==> src/rtl/life_game_pkg.sv <==
// Shared constants, row type and step-sequencer states for the life-game map
// memory step controller.
package life_game_pkg;

   localparam int BLOCK_COUNT_X = 64;
   localparam int BLOCK_COUNT_Y = 48;
   localparam int WORDS_PER_ROW = 2;
   localparam logic [6:0] ADDRESS_MAP_INDEX = 7'h7F;

   typedef logic [BLOCK_COUNT_X-1:0] row_t;

   typedef enum logic [2:0] {
      IDLE,
      PRIME0,
      PRIME1,
      READ0,
      READ1,
      WRITE0,
      WRITE1,
      DONE
   } step_state_t;

endpackage

==> src/rtl/life_game_step_controller_if.sv <==
// CPU-side and device-side block bus, plus step control and status signals.
interface life_game_step_controller_if;

   logic        cpu_request;
   logic        cpu_write;
   logic [6:0]  cpu_address;
   logic [31:0] cpu_data_in;
   logic [31:0] cpu_data_out;
   logic        cpu_ready;
   logic        step_request;
   logic        auto_enable;
   logic        frame_tick;
   logic        block_write;
   logic [6:0]  block_address;
   logic [31:0] block_data_in;
   logic [31:0] block_data_out;
   logic        busy;
   logic [15:0] generation;

   modport slave (
      input  cpu_request, cpu_write, cpu_address, cpu_data_in,
      input  step_request, auto_enable, frame_tick, block_data_out,
      output cpu_data_out, cpu_ready, block_write, block_address,
      output block_data_in, busy, generation
   );

   modport master (
      output cpu_request, cpu_write, cpu_address, cpu_data_in,
      output step_request, auto_enable, frame_tick, block_data_out,
      input  cpu_data_out, cpu_ready, block_write, block_address,
      input  block_data_in, busy, generation
   );

endinterface

==> src/rtl/life_game_row_rule.sv <==
// Combinational Conway rule for one row, given the rows above and below.
// Cells beyond either end of the row are dead.
module life_game_row_rule
   import life_game_pkg::*;
(
   input  row_t prev_row,
   input  row_t cur_row,
   input  row_t next_row,
   output row_t new_row
);

   // One dead guard cell at each end removes the edge special cases.
   logic [BLOCK_COUNT_X+1:0] prev_pad, cur_pad, next_pad;
   logic [3:0] neighbours;

   assign prev_pad = {1'b0, prev_row, 1'b0};
   assign cur_pad  = {1'b0, cur_row,  1'b0};
   assign next_pad = {1'b0, next_row, 1'b0};

   always_comb begin
      // NOTE: defaults before the loop keep every path assigned, so no latch is inferred.
      new_row    = '0;
      neighbours = '0;
      for (int x = 0; x < BLOCK_COUNT_X; x++) begin
         neighbours = 4'(prev_pad[x]) + 4'(prev_pad[x+1]) + 4'(prev_pad[x+2])
                    + 4'(cur_pad[x])                      + 4'(cur_pad[x+2])
                    + 4'(next_pad[x]) + 4'(next_pad[x+1]) + 4'(next_pad[x+2]);
         new_row[x] = (neighbours == 4'd3) || (cur_pad[x+1] && neighbours == 4'd2);
      end
   end

endmodule

==> src/rtl/life_game_step_controller.sv <==
// Step sequencer and block-bus arbiter: computes one generation in place using a
// rolling prev/cur/next row window, and hands the bus to the CPU while idle.
module life_game_step_controller
   import life_game_pkg::*;
#(
   parameter int FRAMES_PER_STEP = 8
) (
   input logic clock,
   input logic reset_n,
   life_game_step_controller_if.slave bus
);

   localparam logic [5:0] LAST_ROW   = 6'(BLOCK_COUNT_Y - 1);
   localparam logic [7:0] FRAME_LAST = 8'(FRAMES_PER_STEP - 1);

   step_state_t state;
   logic [5:0]  row_y;
   row_t        prev_row, cur_row, next_row, new_row;
   logic        pending;
   logic [7:0]  frame_count;
   logic [15:0] generation_q;
   logic        busy_q;

   logic        last_row, auto_trigger, trigger;
   logic        engine_write;
   logic [6:0]  engine_address;
   logic [31:0] engine_data;

   assign last_row     = (row_y == LAST_ROW);
   assign auto_trigger = bus.auto_enable && bus.frame_tick && (frame_count == FRAME_LAST);
   assign trigger      = bus.step_request || auto_trigger;

   life_game_row_rule u_row_rule (
      .prev_row (prev_row),
      .cur_row  (cur_row),
      .next_row (next_row),
      .new_row  (new_row)
   );

   always_comb begin
      engine_write   = 1'b0;
      engine_address = '0;
      engine_data    = '0;
      case (state)
         PRIME1: engine_address = {6'd0, 1'b1};
         READ0:  if (!last_row) engine_address = {row_y + 6'd1, 1'b0};
         READ1:  if (!last_row) engine_address = {row_y + 6'd1, 1'b1};
         WRITE0: begin
            engine_write   = 1'b1;
            engine_address = {row_y, 1'b0};
            engine_data    = new_row[31:0];
         end
         WRITE1: begin
            engine_write   = 1'b1;
            engine_address = {row_y, 1'b1};
            engine_data    = new_row[63:32];
         end
         default: ;
      endcase
   end

   assign bus.block_write   = (state == IDLE) ? (bus.cpu_request && bus.cpu_write) : engine_write;
   assign bus.block_address = (state == IDLE) ? (bus.cpu_request ? bus.cpu_address : '0) : engine_address;
   assign bus.block_data_in = (state == IDLE) ? (bus.cpu_request ? bus.cpu_data_in : '0) : engine_data;
   assign bus.cpu_ready     = (state == IDLE);
   assign bus.cpu_data_out  = bus.block_data_out;
   assign bus.busy          = busy_q;
   assign bus.generation    = generation_q;

   always_ff @(posedge clock) begin
      // NOTE: state registers use non-blocking assignments so every update sees pre-edge values.
      if (!reset_n) begin
         state        <= IDLE;
         row_y        <= '0;
         prev_row     <= '0;
         cur_row      <= '0;
         next_row     <= '0;
         pending      <= 1'b0;
         frame_count  <= '0;
         generation_q <= '0;
         busy_q       <= 1'b0;
      end else begin
         if (!bus.auto_enable)
            frame_count <= '0;
         else if (bus.frame_tick)
            frame_count <= auto_trigger ? 8'd0 : frame_count + 8'd1;

         // Triggers collapse; one arriving on the start cycle is kept for the next step.
         pending <= trigger || (pending && state != IDLE);

         case (state)
            IDLE: if (pending) begin
               state    <= PRIME0;
               busy_q   <= 1'b1;
               row_y    <= '0;
               prev_row <= '0;
            end
            PRIME0: begin
               cur_row[31:0] <= bus.block_data_out;
               state         <= PRIME1;
            end
            PRIME1: begin
               cur_row[63:32] <= bus.block_data_out;
               state          <= READ0;
            end
            READ0: begin
               next_row[31:0] <= last_row ? 32'd0 : bus.block_data_out;
               state          <= READ1;
            end
            READ1: begin
               next_row[63:32] <= last_row ? 32'd0 : bus.block_data_out;
               state           <= WRITE0;
            end
            WRITE0: state <= WRITE1;
            WRITE1: begin
               prev_row <= cur_row;
               cur_row  <= next_row;
               row_y    <= row_y + 6'd1;
               state    <= last_row ? DONE : READ0;
            end
            DONE: begin
               generation_q <= generation_q + 16'd1;
               busy_q       <= 1'b0;
               state        <= IDLE;
            end
            default: state <= IDLE;
         endcase
      end
   end

endmodule
==> src/flat_wrapper.sv <==
// flat-port wrapper written by rule: the top's interface ports become plain ports
module life_game_step_controller_flat import life_game_pkg::*;
#(
   parameter int FRAMES_PER_STEP = 8
)
  (clock, reset_n, bus_cpu_request, bus_cpu_write, bus_cpu_address, bus_cpu_data_in, bus_step_request, bus_auto_enable, bus_frame_tick, bus_block_data_out, bus_cpu_data_out, bus_cpu_ready, bus_block_write, bus_block_address, bus_block_data_in, bus_busy, bus_generation);
  life_game_step_controller_if bus_i ();
  input logic clock;
  input logic reset_n;
  input wire logic [$bits(bus_i.cpu_request)-1:0] bus_cpu_request;
  input wire logic [$bits(bus_i.cpu_write)-1:0] bus_cpu_write;
  input wire logic [$bits(bus_i.cpu_address)-1:0] bus_cpu_address;
  input wire logic [$bits(bus_i.cpu_data_in)-1:0] bus_cpu_data_in;
  input wire logic [$bits(bus_i.step_request)-1:0] bus_step_request;
  input wire logic [$bits(bus_i.auto_enable)-1:0] bus_auto_enable;
  input wire logic [$bits(bus_i.frame_tick)-1:0] bus_frame_tick;
  input wire logic [$bits(bus_i.block_data_out)-1:0] bus_block_data_out;
  output wire logic [$bits(bus_i.cpu_data_out)-1:0] bus_cpu_data_out;
  output wire logic [$bits(bus_i.cpu_ready)-1:0] bus_cpu_ready;
  output wire logic [$bits(bus_i.block_write)-1:0] bus_block_write;
  output wire logic [$bits(bus_i.block_address)-1:0] bus_block_address;
  output wire logic [$bits(bus_i.block_data_in)-1:0] bus_block_data_in;
  output wire logic [$bits(bus_i.busy)-1:0] bus_busy;
  output wire logic [$bits(bus_i.generation)-1:0] bus_generation;
  assign bus_i.cpu_request = bus_cpu_request;
  assign bus_i.cpu_write = bus_cpu_write;
  assign bus_i.cpu_address = bus_cpu_address;
  assign bus_i.cpu_data_in = bus_cpu_data_in;
  assign bus_i.step_request = bus_step_request;
  assign bus_i.auto_enable = bus_auto_enable;
  assign bus_i.frame_tick = bus_frame_tick;
  assign bus_i.block_data_out = bus_block_data_out;
  assign bus_cpu_data_out = bus_i.cpu_data_out;
  assign bus_cpu_ready = bus_i.cpu_ready;
  assign bus_block_write = bus_i.block_write;
  assign bus_block_address = bus_i.block_address;
  assign bus_block_data_in = bus_i.block_data_in;
  assign bus_busy = bus_i.busy;
  assign bus_generation = bus_i.generation;
  life_game_step_controller #(.FRAMES_PER_STEP(FRAMES_PER_STEP)) u_core (.clock(clock), .reset_n(reset_n), .bus(bus_i));
endmodule
==> config.mk <==
export PLATFORM = sky130hd
export DESIGN_NAME = life_game_step_controller_flat
export DESIGN_NICKNAME = d
export VERILOG_FILES = /design/src/rtl/life_game_pkg.sv /design/src/rtl/life_game_step_controller_if.sv /design/src/rtl/life_game_row_rule.sv /design/src/rtl/life_game_step_controller.sv /design/src/flat_wrapper.sv
export SDC_FILE = /design/constraint.sdc
export NUM_CORES = 1
export LEC_CHECK = 0
export CAP_MARGIN = 25
export CORE_MARGIN = 2
export CORE_UTILIZATION = 45
export CTS_BUF_LIST = sky130_fd_sc_hd__clkbuf_16
export CTS_CLUSTER_DIAMETER = 30
export DETAILED_ROUTE_END_ITERATION = 10
export PLACE_DENSITY = 0.64
export SYNTH_ARGS = -nofsm -noshare
export SYNTH_HDL_FRONTEND = slang
export SYNTH_HIERARCHICAL = 1
export SYNTH_SLANG_ARGS = --single-unit
==> constraint.sdc <==
create_clock -name clock -period 6.7 [get_ports clock]
set_input_delay 1.34 -clock clock [delete_from_list [all_inputs] [get_ports clock]]
set_output_delay 1.34 -clock clock [all_outputs]
set_load 0.005 [all_outputs]
==> results of run 1 <==
[routing by layer]
| metal | vias up | GRT usage (%) | part of all wire (%) |
|---|---|---|---|
| met1 | 8071 | 28.5 | 44 |
| met4 | 2 | 5.68 | 1.8 |
| met2 | 412 | 38.4 | 49 |
| met5 | - | 0 | 0.025 |
| li1 | 7818 | - | - |
| met3 | 68 | 4.21 | 5.9 |
[power by group through the flow]
| stage | Combinational [mW] | Sequential, mW | Clock, mW |
|---|---|---|---|
| after global placement | 0.679 | 1.49 | 0 |
| after detailed placement | 0.707 | 1.49 | 0 |
| after CTS | 0.715 | 1.47 | 3.27 |
| final | 0.708 | 1.47 | 3.23 |
| after floorplan | 0.462 | 1.46 | 0 |
| after global routing | 0.808 | 1.48 | 3.35 |
[logic make-up (layout without fill, tap and decap cells)]
group	count (synthesis)	count (layout)	share of synthesized area [%]
mux	37	37	1.76
fa+ha+maj	443	443	35.4
compound gates	478	478	15.6
xor+xnor	19	19	0.791
other cells	0	1	0
flops	227	227	21.6
buf+inv	615	770	12.3
simple gates	505	505	12.6
[synthesized netlist by cell type (3+ instances only)]
cell type and number:
sky130_fd_sc_hd__inv_1 481, sky130_fd_sc_hd__fa_1 252, sky130_fd_sc_hd__dfxtp_1 227, sky130_fd_sc_hd__ha_1 191, sky130_fd_sc_hd__nand3_1 139, sky130_fd_sc_hd__a21oi_1 129
sky130_fd_sc_hd__nand2_1 123, sky130_fd_sc_hd__a22oi_1 101, sky130_fd_sc_hd__a21boi_0 85, sky130_fd_sc_hd__o21ai_0 71, sky130_fd_sc_hd__nor2b_1 69, sky130_fd_sc_hd__or2_2 62
sky130_fd_sc_hd__clkbuf_1 48, sky130_fd_sc_hd__buf_4 40, sky130_fd_sc_hd__mux2i_1 37, sky130_fd_sc_hd__nand2b_1 37, sky130_fd_sc_hd__a222oi_1 32, sky130_fd_sc_hd__o211a_1 32
sky130_fd_sc_hd__buf_2 28, sky130_fd_sc_hd__nor2_1 24, sky130_fd_sc_hd__a21boi_1 14, sky130_fd_sc_hd__xor2_1 14, sky130_fd_sc_hd__and2_1 13, sky130_fd_sc_hd__buf_6 12
sky130_fd_sc_hd__nor3_1 7, sky130_fd_sc_hd__buf_1 6, sky130_fd_sc_hd__nor3b_1 5, sky130_fd_sc_hd__xnor2_1 5, sky130_fd_sc_hd__and3_1 4, sky130_fd_sc_hd__nand4_1 4
sky130_fd_sc_hd__nor4_1 3, sky130_fd_sc_hd__o221a_2 3, sky130_fd_sc_hd__or3_1 3
[sequential cells by signal (all words and copies together) (netlist names)]
register	flops
u_core/frame_count	8
u_core/bus.generation	16
u_core/next_row	64
u_core/row_y	6
u_core/cur_row	64
u_core/prev_row	64
u_core/pending	1
u_core/bus.busy	1
u_core/state	3
[stage by stage]
stage	total power, mW	cell area (sq um)	utilization [%]
after floorplan	1.92	21000	-
after global placement	2.17	22800	49.2
after detailed placement	2.20	22900	49.3
after CTS	5.45	25100	54.2
after global routing	5.64	25100	54.2
final	5.41	25100	54.2
[critical path: cells and delay by family (launching register included)]
kind	cells	cell delay, ps
adder cells (fa/ha/maj)	5	2090
flip-flops	1	360
AO/OA/AOI/OAI	2	490
buffers and inverters	4	750
AND/OR/NAND/NOR	1	310
[cell type report]
cell class | count | area, sq um | share of cell area (%)
inverters | 481 | 1810 | 7.18
repair buffers | 181 | 1830 | 7.28
clock inverters | 49 | 779 | 3.10
diodes | 1 | 2.50 | 0.00995
well taps | 607 | 759 | 3.02
multi-input cells | 1482 | 13900 | 55.4
flip-flops and latches | 227 | 4550 | 18.1
clock buffers | 59 | 1480 | 5.87
[worst paths after layout]
path	start	to	slack (ps)	depth (start not counted)
worst min register to register	u_core/next_row[24]$_SDFFE_PN0P_	u_core/next_row[24]$_SDFFE_PN0P_	480	2
worst min-delay path	u_core/next_row[24]$_SDFFE_PN0P_	u_core/next_row[24]$_SDFFE_PN0P_	480	2
worst max register to register	u_core/state[2]$_SDFFE_PN0P_	u_core/row_y[2]$_SDFFE_PN0P_	3720	5
worst max-delay path	u_core/prev_row[19]$_SDFFE_PN0P_	bus_block_data_in[20]	790	12
==> metrics.yaml, run 1 <==
floorplanning:
  die-width_um: 220
  fp.dieH_um: 220
  core_area_sq_um: 46400
  ioPinCount: 168
  fp.dieArea_sq_um: 48500
  initial_utilization_pct: 45.4
  rows: 79
timing:
  setup_total_negative_slack_ps: 0
  worst_slack_ps: 788
  ratio_of_final_minimum_period_to_clock_period_pct: 88.2
  report.final.slew_viol_count: 0
  worstMarginPinSlew_ps: 1030
  post-route-min-period_ps: 5910
  whs_ps: 477
  setup-violations-final: 0
  unrepaired_setup_endpoints_after_global_routing: "no"
  slew_headroom_pct: 31.4
  fin_skew_ps: 14.0
  timing.fmax_mhz: 169
  final_hold_violating_endpoints: 0
route:
  wl_per_cell_um: 17.2
  dr.first_iter.drc_count: 894
  vias: 16400
  drt.antenna.violating_nets: 0
  count_of_tritonroute_iterations_in_the_first_routing_pass: 5
  vias_per_cell: 5.30
  drcViolationCount: 0
  routed_wl_mm: 53.0
worst_setup_path:
  max_stage_delay_ps: 560
  cell_chain_of_the_critical_path: "inv_1, fa_1, fa_1, fa_1, inv_1, ha_1, fa_1, or2_2, a21oi_1, a222oi_1, inv_1, clkdlybuf4s50_1"
  crit_fanout: 3
  cp-end-kind: "output port"
  startpoint_type: "flip-flop"
  timing_worst_setup_path_type: "reg -> out"
  worst_ep_required_time_ps: 5360
  worst_path_max_delay_cell: "sky130_fd_sc_hd__fa_1"
  path_common_cell: "sky130_fd_sc_hd__fa_1"
  critPathArrivalTime_ps: 4570
power:
  switch_share_pct: 24.7
  netSwitchingPower_mw: 1.33
  p_int_mw: 4.07
  power_frac_seq_pct: 27.2
  cellPowerDensity_nw_per_um2: 215
  clock_power_share_pct: 59.7
  pwr-share-comb_pct: 13.1
  max-vdd-ir-drop_mv: 0.167
  power.static_leakage_nw: 11.9
clock_tree:
  ctsResizeCount: 0
  cts-buffers-inserted: 58
  cts_root_buf: "sky130_fd_sc_hd__clkbuf_16"
  clock_tree.buffer_depth: 3
  tritoncts: "built"
  deepest_level_of_the_cts_h_tree: 2
  cts_setup_buffers: 0
  holdBufCountCts: 0
  clock-sinks: 227
  path_clk_slew_ps: 50
  clk-insertion-delay-late_ps: 560
grt:
  antenna_violations_before_repair: 2
  grt_start_max_net_pins: 103
  number_of_global_route_vias_before_repair: 17100
  grt_first_pass_wirelength_mm: 86.1
  track_usage_pct: 22.2
  grt_overflow_total: 0
yosys:
  mappedNetlistNets: 2845
  gate_count_of_the_mapped_netlist: 2324
  yosysWarnings: 6
  synth_seq_cells: 227
  synth_top_cell_area_share_pct: 24.0
  synth_area_sq_um: 21000
  top_post_synthesis_cells_by_area: "sky130_fd_sc_hd__fa_1, sky130_fd_sc_hd__dfxtp_1, sky130_fd_sc_hd__ha_1"
  async_reset_ff_share_pct: 0
  synth_cell_types: 53
  synth_seq_area_share_pct: 21.6
  synth-edff-count: 0
  commonest_register_cell_after_synthesis: "sky130_fd_sc_hd__dfxtp_1"
  synthDominantAreaCellType: "sky130_fd_sc_hd__fa_1"
  avgSynthCellArea_sq_um: 9.05
placed_design:
  place_inst: 2977
  place_congestion: 0.813
  preCtsSetupSlack_ps: 1390
  detailed_place_hpwl_mm: 37.6
  placement.io_buffers: 167
finish:
  area_growth_syn_to_layout_pct: 19.6
  nFillCells: 4183
  layoutNonFillerInstCount: 3087
  final_common_cell: "sky130_fd_sc_hd__inv_1"
  number_of_nets_in_the_layout: 2952
  fraction_of_layout_cells_with_a_size_suffix_above_1_pct: 7.83
  final_cell_mix: "sky130_fd_sc_hd__inv_1, sky130_fd_sc_hd__fa_1, sky130_fd_sc_hd__dfxtp_1, sky130_fd_sc_hd__ha_1, sky130_fd_sc_hd__clkdlybuf4s50_1"
min_path:
  worstHoldPathType: "reg -> reg"
flow_run:
  max_cap_violations: 0
outcome:
  run_status: "complete, no violations"
Note: power is estimated with default switching activity, not from simulation.
==> run 2: changes to the inputs <==
- ABC_AREA: not set -> 1
- CORE_MARGIN: 2 -> 1.5
==> run 2 against run 1 <==
Effect of this change:
- clock power down 18%
- total power down 12%
- largest power group unchanged
- wire length fell by 0.42%
- highest routed layer is now met4
- setup slack improved by 260 ps
- die area shrank 0.19%
- area after synthesis rose by 0.74%
==> metrics.yaml, run 2 <==
outcome:
  run_status: "complete, no violations"
finish:
  final_cell_area_sq_um: 24900  # -1.0%
  finish.utilization_pct: 53.6  # -0.67 points
  n_antenna_cell: 0  # -1
  layout_top_registers: "u_core/cur_row (64), u_core/next_row (64), u_core/prev_row (64)"
  final_common_cell: "sky130_fd_sc_hd__nand2_1"
  final_cell_mix: "sky130_fd_sc_hd__nand2_1, sky130_fd_sc_hd__inv_1, sky130_fd_sc_hd__a21oi_1, sky130_fd_sc_hd__fa_1, sky130_fd_sc_hd__dfxtp_1"
  number_of_nets_in_the_layout: 3449  # +17%
  fraction_of_layout_cells_with_a_size_suffix_above_1_pct: 4.21  # -3.6 points
  area_growth_syn_to_layout_pct: 17.5
  nFillCells: 4400  # +5.2%
yosys:
  top_post_synthesis_cells_by_area: "sky130_fd_sc_hd__fa_1, sky130_fd_sc_hd__dfxtp_1, sky130_fd_sc_hd__nand2_1"
  synth_top_cell_area_share_pct: 23.8  # -0.18 points
  post_synth_most_frequent_cells: "sky130_fd_sc_hd__nand2_1, sky130_fd_sc_hd__inv_1, sky130_fd_sc_hd__a21oi_1"
  async_reset_ff_share_pct: 0  # unchanged
  synth_area_sq_um: 21200  # +0.74%
  mappedNetlistNets: 3334  # +17%
  synth_seq_cells: 227  # unchanged
  commonest_register_cell_after_synthesis: "sky130_fd_sc_hd__dfxtp_1"
  gate_count_of_the_mapped_netlist: 2813  # +21%
  synth-edff-count: 0  # unchanged
  yosysWarnings: 6  # unchanged
  synth_most_common_cell: "sky130_fd_sc_hd__nand2_1"
  avgSynthCellArea_sq_um: 7.53  # -17%
  synth_seq_area_share_pct: 21.5  # -0.16 points
  synthDominantAreaCellType: "sky130_fd_sc_hd__fa_1"
  synth_cell_types: 28  # -47%
clock_tree:
  path_clk_slew_ps: 50  # about the same
  clock-sinks: 227  # unchanged
  clk-insertion-delay-late_ps: 580  # +20 ps
  clock_tree.buffer_depth: 3  # unchanged
  tritoncts: "built"
  holdBufCountCts: 0  # unchanged
  cts_setup_buffers: 0  # unchanged
  deepest_level_of_the_cts_h_tree: 2  # unchanged
  cts-buffers-inserted: 52  # -10%
  ctsResizeCount: 0  # unchanged
  cts_root_buf: "sky130_fd_sc_hd__clkbuf_16"
worst_setup_path:
  cell_chain_of_the_critical_path: "inv_1, fa_1, fa_1, fa_1, inv_1, ha_1, fa_1, nand3_1, a21oi_1, nand2_1, nand3_1, clkdlybuf4s50_1"
  dominant_delay_contributor_by_cell_family_on_the_critical_path: "adder cells"
  cp-end-kind: "output port"
  critical_path.n_buffers_inverters: 3  # -1
  worst_ep_required_time_ps: 5360  # about the same
  startpoint_type: "flip-flop"
  worst_path_max_delay_cell: "sky130_fd_sc_hd__fa_1"
  max_stage_delay_ps: 570  # about the same
  crit_fanout: 3  # unchanged
  timing_worst_setup_path_type: "reg -> out"
  path_common_cell: "sky130_fd_sc_hd__fa_1"
  worst_r2r_path_depth: 8  # +3
  timing.critical_path.depth: 12  # unchanged
  critPathArrivalTime_ps: 4310  # -260 ps
timing:
  setup_total_negative_slack_ps: 0  # unchanged
  setup-violations-final: 0  # unchanged
  report.final.slew_viol_count: 0  # unchanged
  final_hold_violating_endpoints: 0  # unchanged
  slew_headroom_pct: 35.5  # +4.1 points
  timing.fmax_mhz: 177  # +4.6%
  post-route-min-period_ps: 5650  # -259 ps
  whs_ps: 477  # +0.356 ps
  worstMarginPinSlew_ps: 966  # -62.1 ps
  fin_skew_ps: 11.6  # -2.36 ps
  ratio_of_final_minimum_period_to_clock_period_pct: 84.4  # -3.9 points
  unrepaired_setup_endpoints_after_global_routing: "no"
route:
  routed_wl_mm: 52.8  # -0.42%
  vias: 17700  # +8.3%
  wl_per_cell_um: 14.7  # -14%
  drt.antenna.violating_nets: 0  # unchanged
  dr.first_iter.drc_count: 963  # +7.7%
  vias_per_cell: 4.96  # -6.5%
  count_of_tritonroute_iterations_in_the_first_routing_pass: 5  # unchanged
  drcViolationCount: 0  # unchanged
power:
  power_frac_seq_pct: 30.0  # +2.8 points
  netSwitchingPower_mw: 1.29  # -2.8%
  cellPowerDensity_nw_per_um2: 191  # -11%
  totalPowerFinal_mw: 4.75  # -12%
  p_int_mw: 3.46  # -15%
  pwr-share-comb_pct: 13.9  # +0.8 points
  max-vdd-ir-drop_mv: 0.140  # -16%
  power.static_leakage_nw: 11.7  # -2.3%
  switch_share_pct: 27.3  # +2.6 points
  clock_power_share_pct: 56.1  # -3.6 points
min_path:
  worstHoldPathType: "reg -> reg"
  hold_path_depth: 2  # unchanged
placed_design:
  place_area_sq_um: 23000  # +0.79%
  detailed_place_hpwl_mm: 39.2  # +4.3%
  place_congestion: 0.850  # +4.5%
  placement.io_buffers: 167  # unchanged
grt:
  track_usage_pct: 22.4  # +0.24 points
  grt_overflow_total: 0  # unchanged
  antenna_violations_before_repair: 0  # -2
  grt_start_max_net_pins: 65  # -37%
  grt_first_pass_wirelength_mm: 87.3  # +1.4%
  number_of_global_route_vias_before_repair: 18100  # +5.6%
floorplanning:
  rows: 79  # unchanged
  fp.dieH_um: 220  # about the same
  core_area_sq_um: 46500  # +0.21%
  ioPinCount: 168  # unchanged
  initial_utilization_pct: 45.6  # +0.24 points
  die-width_um: 220  # about the same
  fp.dieArea_sq_um: 48400  # -0.19%
flow_run:
  max_cap_violations: 0  # unchanged
run 2: layout make-up:
cell class	instances	area, sq um	area share (%)
sequential	227	4540	18.3
tap	607	759	3.05
multi-input combinational	1789	13400	53.7
inverter	672	2530	10.2
clock inverter	44	517	2.08
clock buffer	53	1330	5.33
timing repair buffer	186	1830	7.36
run 2: metrics by stage:
| stage | instances | setup slack [ps] |
|---|---|---|
| global route | 3578 | 799 |
| CTS | 3577 | 996 |
| finish | 3578 | 1050 |
| global placement | 3479 | 1260 |
| floorplan | 2813 | 2410 |
| detailed placement | 3480 | 1280 |
run 2: worst paths after layout:
kind                                                          to                       startpoint  slack (ps)
worst min-delay path            u_core/prev_row[52]$_SDFFE_PN0P_  u_core/cur_row[52]$_SDFFE_PN0P_         480
worst max register to register   u_core/cur_row[41]$_SDFFE_PN0P_     u_core/state[2]$_SDFFE_PN0P_        3730
worst min register to register  u_core/prev_row[52]$_SDFFE_PN0P_  u_core/cur_row[52]$_SDFFE_PN0P_         480
worst max-delay path                       bus_block_data_in[10]  u_core/prev_row[9]$_SDFFE_PN0P_        1050
run 2: power groups by stage:
| stage | Sequential (mW) | Combinational, mW | Clock, mW |
|---|---|---|---|
| finish | 1.43 | 0.662 | 2.66 |
| global route | 1.43 | 0.764 | 2.78 |
| CTS | 1.42 | 0.670 | 2.70 |
| detailed placement | 1.45 | 0.662 | 0 |
| global placement | 1.45 | 0.640 | 0 |
| floorplan | 1.44 | 0.430 | 0 |
run 2: kinds of logic (layout without fill, tap and decap cells):
kind of cell | Yosys count | count (layout) | synth area share, %
flops | 227 | 227 | 21.5
compound gates | 392 | 392 | 9.53
xor+xnor | 6 | 6 | 0.248
buf+inv | 797 | 955 | 15.5
simple gates | 948 | 948 | 18.2
fa+ha+maj | 443 | 443 | 35.1
run 2: per-layer routing:
metal	vias up	wire length [um]	global-route usage (%)	share of wire, %
met1	8442	24000	29.1	45
met3	87	2620	3.06	5.0
met4	0	1390	7.51	2.6
met2	408	24800	38.2	47
met5	-	0	0	0
li1	8797	-	-	-
run 2: tightest hold or removal path, cell delays in order, from the launching register on:
cell                      delay (ps)
sky130_fd_sc_hd__dfxtp_1         310
sky130_fd_sc_hd__nand2_1          60
sky130_fd_sc_hd__a21oi_1          50
==> patch 1 (flow settings as in run 1) <==
`BLOCK_COUNT_X`: 64 -> 128.
--- a/src/rtl/life_game_pkg.sv
+++ b/src/rtl/life_game_pkg.sv
@@ -2,7 +2,7 @@
 // memory step controller.
 package life_game_pkg;
 
-   localparam int BLOCK_COUNT_X = 64;
+   localparam int BLOCK_COUNT_X = 128;
    localparam int BLOCK_COUNT_Y = 48;
    localparam int WORDS_PER_ROW = 2;
    localparam logic [6:0] ADDRESS_MAP_INDEX = 7'h7F;
Function: not settled (the Yosys comparison gave no result); the edit may change what the design does.
==> patch 1 against run 1 <==
- area after synthesis fell by 2.5%
- wire length fell by 2.2%
- total power rose by 18%
- final area fell by 0.45%
- sequential cell count did not move
- die area fell by 2.4%
- worst setup slack improved by 35 ps
- maximum frequency rose by 0.60%
- critical path type unchanged
- largest power group unchanged
==> patch 1: results (changes against run 1) <==
Run status
  • Status: finished, final reports clean (unchanged)

Routing
  • 1st-iter DRT viols: 962 (was 894)
  • WL final: 51800 um (was 53000 um)
  • Drt first pass iters: 5 (unchanged)
  • DR vias: 16400 (about the same)
  • Metal-1 WL: 22800 um (was 23100 um)
  • Uppermost routed layer: met4 (was met5)
  • Metal3 WL: 2370 um (was 3140 um)
  • Routed wl met2: 25400 um (was 25700 um)

Hold path
  • Hold path cells: 2 (unchanged)
  • Hold Crit Start: u_core/next_row[23] (was u_core/next_row[24])
  • Worst Hold End: u_core/next_row[23] (was u_core/next_row[24])

Clock network
  • Setup Fix Bufs, Post-CTS: 0 (unchanged)
  • Htree depth: 3 (was 2)
  • Worst skew pair latency: about 570 ps
  • TritonCTS Buffers: 68 (was 58)
  • Max clock buf depth: 3 (unchanged)
  • PostCTS Resize Cnt: 0 (unchanged)

Worst setup path
  • Crit. Startpoint: u_core/prev_row[13] (was u_core/prev_row[19])
  • CP Data Arrival Time: 4540 ps (was 4570 ps)
  • R2R depth: 6 (was 5)
  • Critical path endpoint: bus_block_data_in[13] (was bus_block_data_in[20])
  • Crit Reg-Reg Startpoint: u_core/state[2] (unchanged)
  • FF-to-FF End: u_core/cur_row[8] (was u_core/row_y[2])
  • Crit-path max FO: 3 (unchanged)
  • FF-to-FF setup slack: 3820 ps (was 3720 ps)

GRT
  • First-pass GRT wire length: 85400 um (was 86100 um)
  • Number of global-route vias before repair: 17200 (was 17100)
  • Total Routing Usage GR: 0.223 (was 0.222)
  • Antenna violations before repair: 0 (was 2)
  • Largest net degree at the start of global routing: 117 (was 103)

STA
  • Final Skew: 25.8 ps (was 14.0 ps)
  • Max_slew headroom: 0.267 (was 0.314)
  • FMAX: 170 MHz (was 169 MHz)

Final layout
  • #MultiIn Comb: 1491 (was 1482)
  • Biggest regs: u_core/cur_row (64), u_core/next_row (64), u_core/prev_row (64) (unchanged)
  • Share of layout cells above drive strength 1: 0.0822 (was 0.0783)
  • Buffer share of cell area: 0.0742 (was 0.0728)
  • Fraction of area in multi-input gates: 0.540 (was 0.554)
  • Final clock-cell share: 0.102 (was 0.0897)
  • Buffers excl. clock: 183 (was 181)
  • # fillers: 3955 (was 4183)
  • Clock buffer count: 71 (was 59)
  • Inverters: 482 (was 481)
  • Fin nets: 2978 (was 2952)
  • N_diodes: 0 (was 1)

Pwr
  • Combinational fraction of design power: 0.197 (was 0.131)
  • VDD IR max: 0.180 mV (was 0.167 mV)
  • Power in the clock group: 3.57 mW (was 3.23 mW)
  • Switching Power: 1.80 mW (was 1.33 mW)
  • Leakage: 11.8 nW (was 11.9 nW)

Place
  • Pre-CTS setup slack: 1450 ps (was 1390 ps)
  • Gpl congestion: 0.839 (was 0.813)
  • Final HPWL DP: 37400 um (was 37600 um)
## patch 1: layer usage
layer	vias up	track usage
met1	8085	0.285
li1	7884	-
met5	-	0
met3	80	0.0357
met4	0	0.0705
met2	382	0.387
## patch 1: per-stage QoR
stage | power [mW] | hold slack, ps | area, sq um | util | instances
6_report | 6.37 | 472 | 25000 | 0.554 | 3107
5_1_grt | 6.69 | 489 | 25000 | 0.554 | 3107
4_1_cts | 6.43 | 471 | 25000 | 0.554 | 3107
3_5_place_dp | 2.82 | 466 | 22500 | 0.498 | 2983
3_3_place_gp | 2.77 | 457 | 22400 | 0.496 | 2981
2_1_floorplan | 2.35 | 450 | 20500 | - | 2333
## patch 1: worst max-delay path, stage by stage (launching register included)
cell and delay [ps]:
dfxtp_1 380, inv_1 110, fa_1 530, fa_1 440
fa_1 500, inv_1 50, ha_1 200, fa_1 390
or2_2 290, a21oi_1 320, a222oi_1 150, inv_1 90
clkdlybuf4s50_1 500
==> patch 2 (flow settings as in run 1) <==
Made on the original files. Make the reset (`reset_n`) asynchronous in one clocked block.
--- a/src/rtl/life_game_step_controller.sv
+++ b/src/rtl/life_game_step_controller.sv
@@ -67,7 +67,7 @@
    assign bus.busy          = busy_q;
    assign bus.generation    = generation_q;
 
-   always_ff @(posedge clock) begin
+   always_ff @(posedge clock or negedge reset_n) begin
       // NOTE: state registers use non-blocking assignments so every update sees pre-edge values.
       if (!reset_n) begin
          state        <= IDLE;
Formal check against the unedited RTL: differs if reset_n is asserted again (counterexample within 4 cycles, from zero or initial values and one cycle with reset_n low); with reset_n held inactive, the same outputs for 4 cycles.
==> patch 2 against run 1 <==
- critical endpoint is now bus_block_data_in[13]
- area after synthesis decreased by 1.1%
- largest cell class unchanged
- count of clock-buffer cells in the layout up 2
- wire length is 6.3% lower
- sequential cell count stayed put
- worst setup slack better by 0.70 ps
- final area down 1.3%
- core utilization rose by 0.35 points
Power is left out: the tool's default activity adds up to more than one toggle a clock period on the data nets, which glitch-free logic cannot reach.
==> patch 2: results (changes against run 1) <==
Run status
  • Status: finished, final reports clean (unchanged)

GRT
  • Largest net degree at the start of global routing: 126 (was 103)
  • Met3 Track Usage GR: 0.0316 (was 0.0421)
  • Number of global-route vias before repair: 16900 (was 17100)
  • GR Util met2: 0.365 (was 0.384)
  • Antenna violations before repair: 0 (was 2)
  • Met1 global-route usage: 0.291 (was 0.285)
  • Total Routing Usage GR: 0.216 (was 0.222)
  • First-pass GRT wire length: 83900 um (was 86100 um)

Hold path
  • Hold Crit Start: u_core/bus.generation[15] (was u_core/next_row[24])
  • Hold path cells: 1 (was 2)
  • Worst Hold End: u_core/bus.generation[15] (was u_core/next_row[24])

Final layout
  • # fillers: 4070 (was 4183)
  • Fin nets: 2872 (was 2952)
  • Share of layout cells above drive strength 1: 0.0806 (was 0.0783)
  • N_diodes: 0 (was 1)

Worst setup path
  • FF-to-FF End: u_core/cur_row[12] (was u_core/row_y[2])
  • Crit. Startpoint: u_core/prev_row[45] (was u_core/prev_row[19])
  • FF-to-FF setup slack: 3610 ps (was 3720 ps)
  • Crit-path max FO: 3 (unchanged)
  • Critical path endpoint: bus_block_data_in[13] (was bus_block_data_in[20])
  • R2R depth: 9 (was 5)
  • Crit Reg-Reg Startpoint: u_core/state[0] (was u_core/state[2])

Yosys
  • Syn Nets: 2739 (was 2845)
  • Synth Warn #: 6 (unchanged)
  • Top area cells in the synthesized netlist: dfrtp_1, fa_1, ha_1 (was fa_1, dfxtp_1, ha_1)
  • Seq/Total Area, Yosys: 0.273 (was 0.216)
  • Top post-synthesis cells by count: inv_1, fa_1, nand2_1, dfrtp_1, ha_1 (was inv_1, fa_1, dfxtp_1, ha_1, nand3_1)
  • Unique cell type count in the Yosys netlist: 49 (was 53)
  • Async SR Flop Fraction: 1.00 (was 0)

STA
  • Final Skew: 19.0 ps (was 14.0 ps)
  • Worst hold margin: 490 ps (was 477 ps)
  • Worst-Margin Slew: 1070 ps (was 1030 ps)

Clock network
  • Worst skew pair latency: 600 ps (was 560 ps)
  • Max clock buf depth: 3 (unchanged)
  • TritonCTS Buffers: 59 (was 58)

Place
  • Final HPWL DP: 35600 um (was 37600 um)
  • Gpl congestion: 0.822 (was 0.813)

Routing
  • Via-to-Cell Ratio: 5.19 (was 5.30)
  • WL final: 49700 um (was 53000 um)
  • 1st-iter DRT viols: 958 (was 894)
[patch 2: kinds of logic after synthesis]
group	after synthesis	synth area share
AOI/OAI and AO/OA	461	0.141
xor gates and xnor gates	18	0.00758
adders and majority gates	448	0.361
buffers and inverters	587	0.115
DFF	227	0.273
muxes	4	0.00205
and+or+nand+nor	468	0.102
[patch 2: per-layer routing]
layer  part of all wire  routed length [um]
met5                  0                   0
met3              0.035                1730
met2               0.49               24300
met4              0.022                1070
met1               0.45               22600
[patch 2: through the flow]
stage	utilization	area, sq um	instances	setup slack (ps)
after floorplan	-	20800	2213	2290
after global placement	0.501	22800	2884	1450
after detailed placement	0.501	22800	2884	1370
after CTS	0.545	24800	2994	720
after global routing	0.546	24800	2995	592
final	0.546	24800	2995	789
[patch 2: layout make-up]
type / instances / area share
Clock buffer: 61 / 0.0615
Clock inverter: 49 / 0.0201
Inverter: 481 / 0.0727
Multi-Input combinational cell: 1399 / 0.514
Sequential cell: 227 / 0.229
Tap cell: 600 / 0.0302
Timing Repair Buffer: 178 / 0.0724
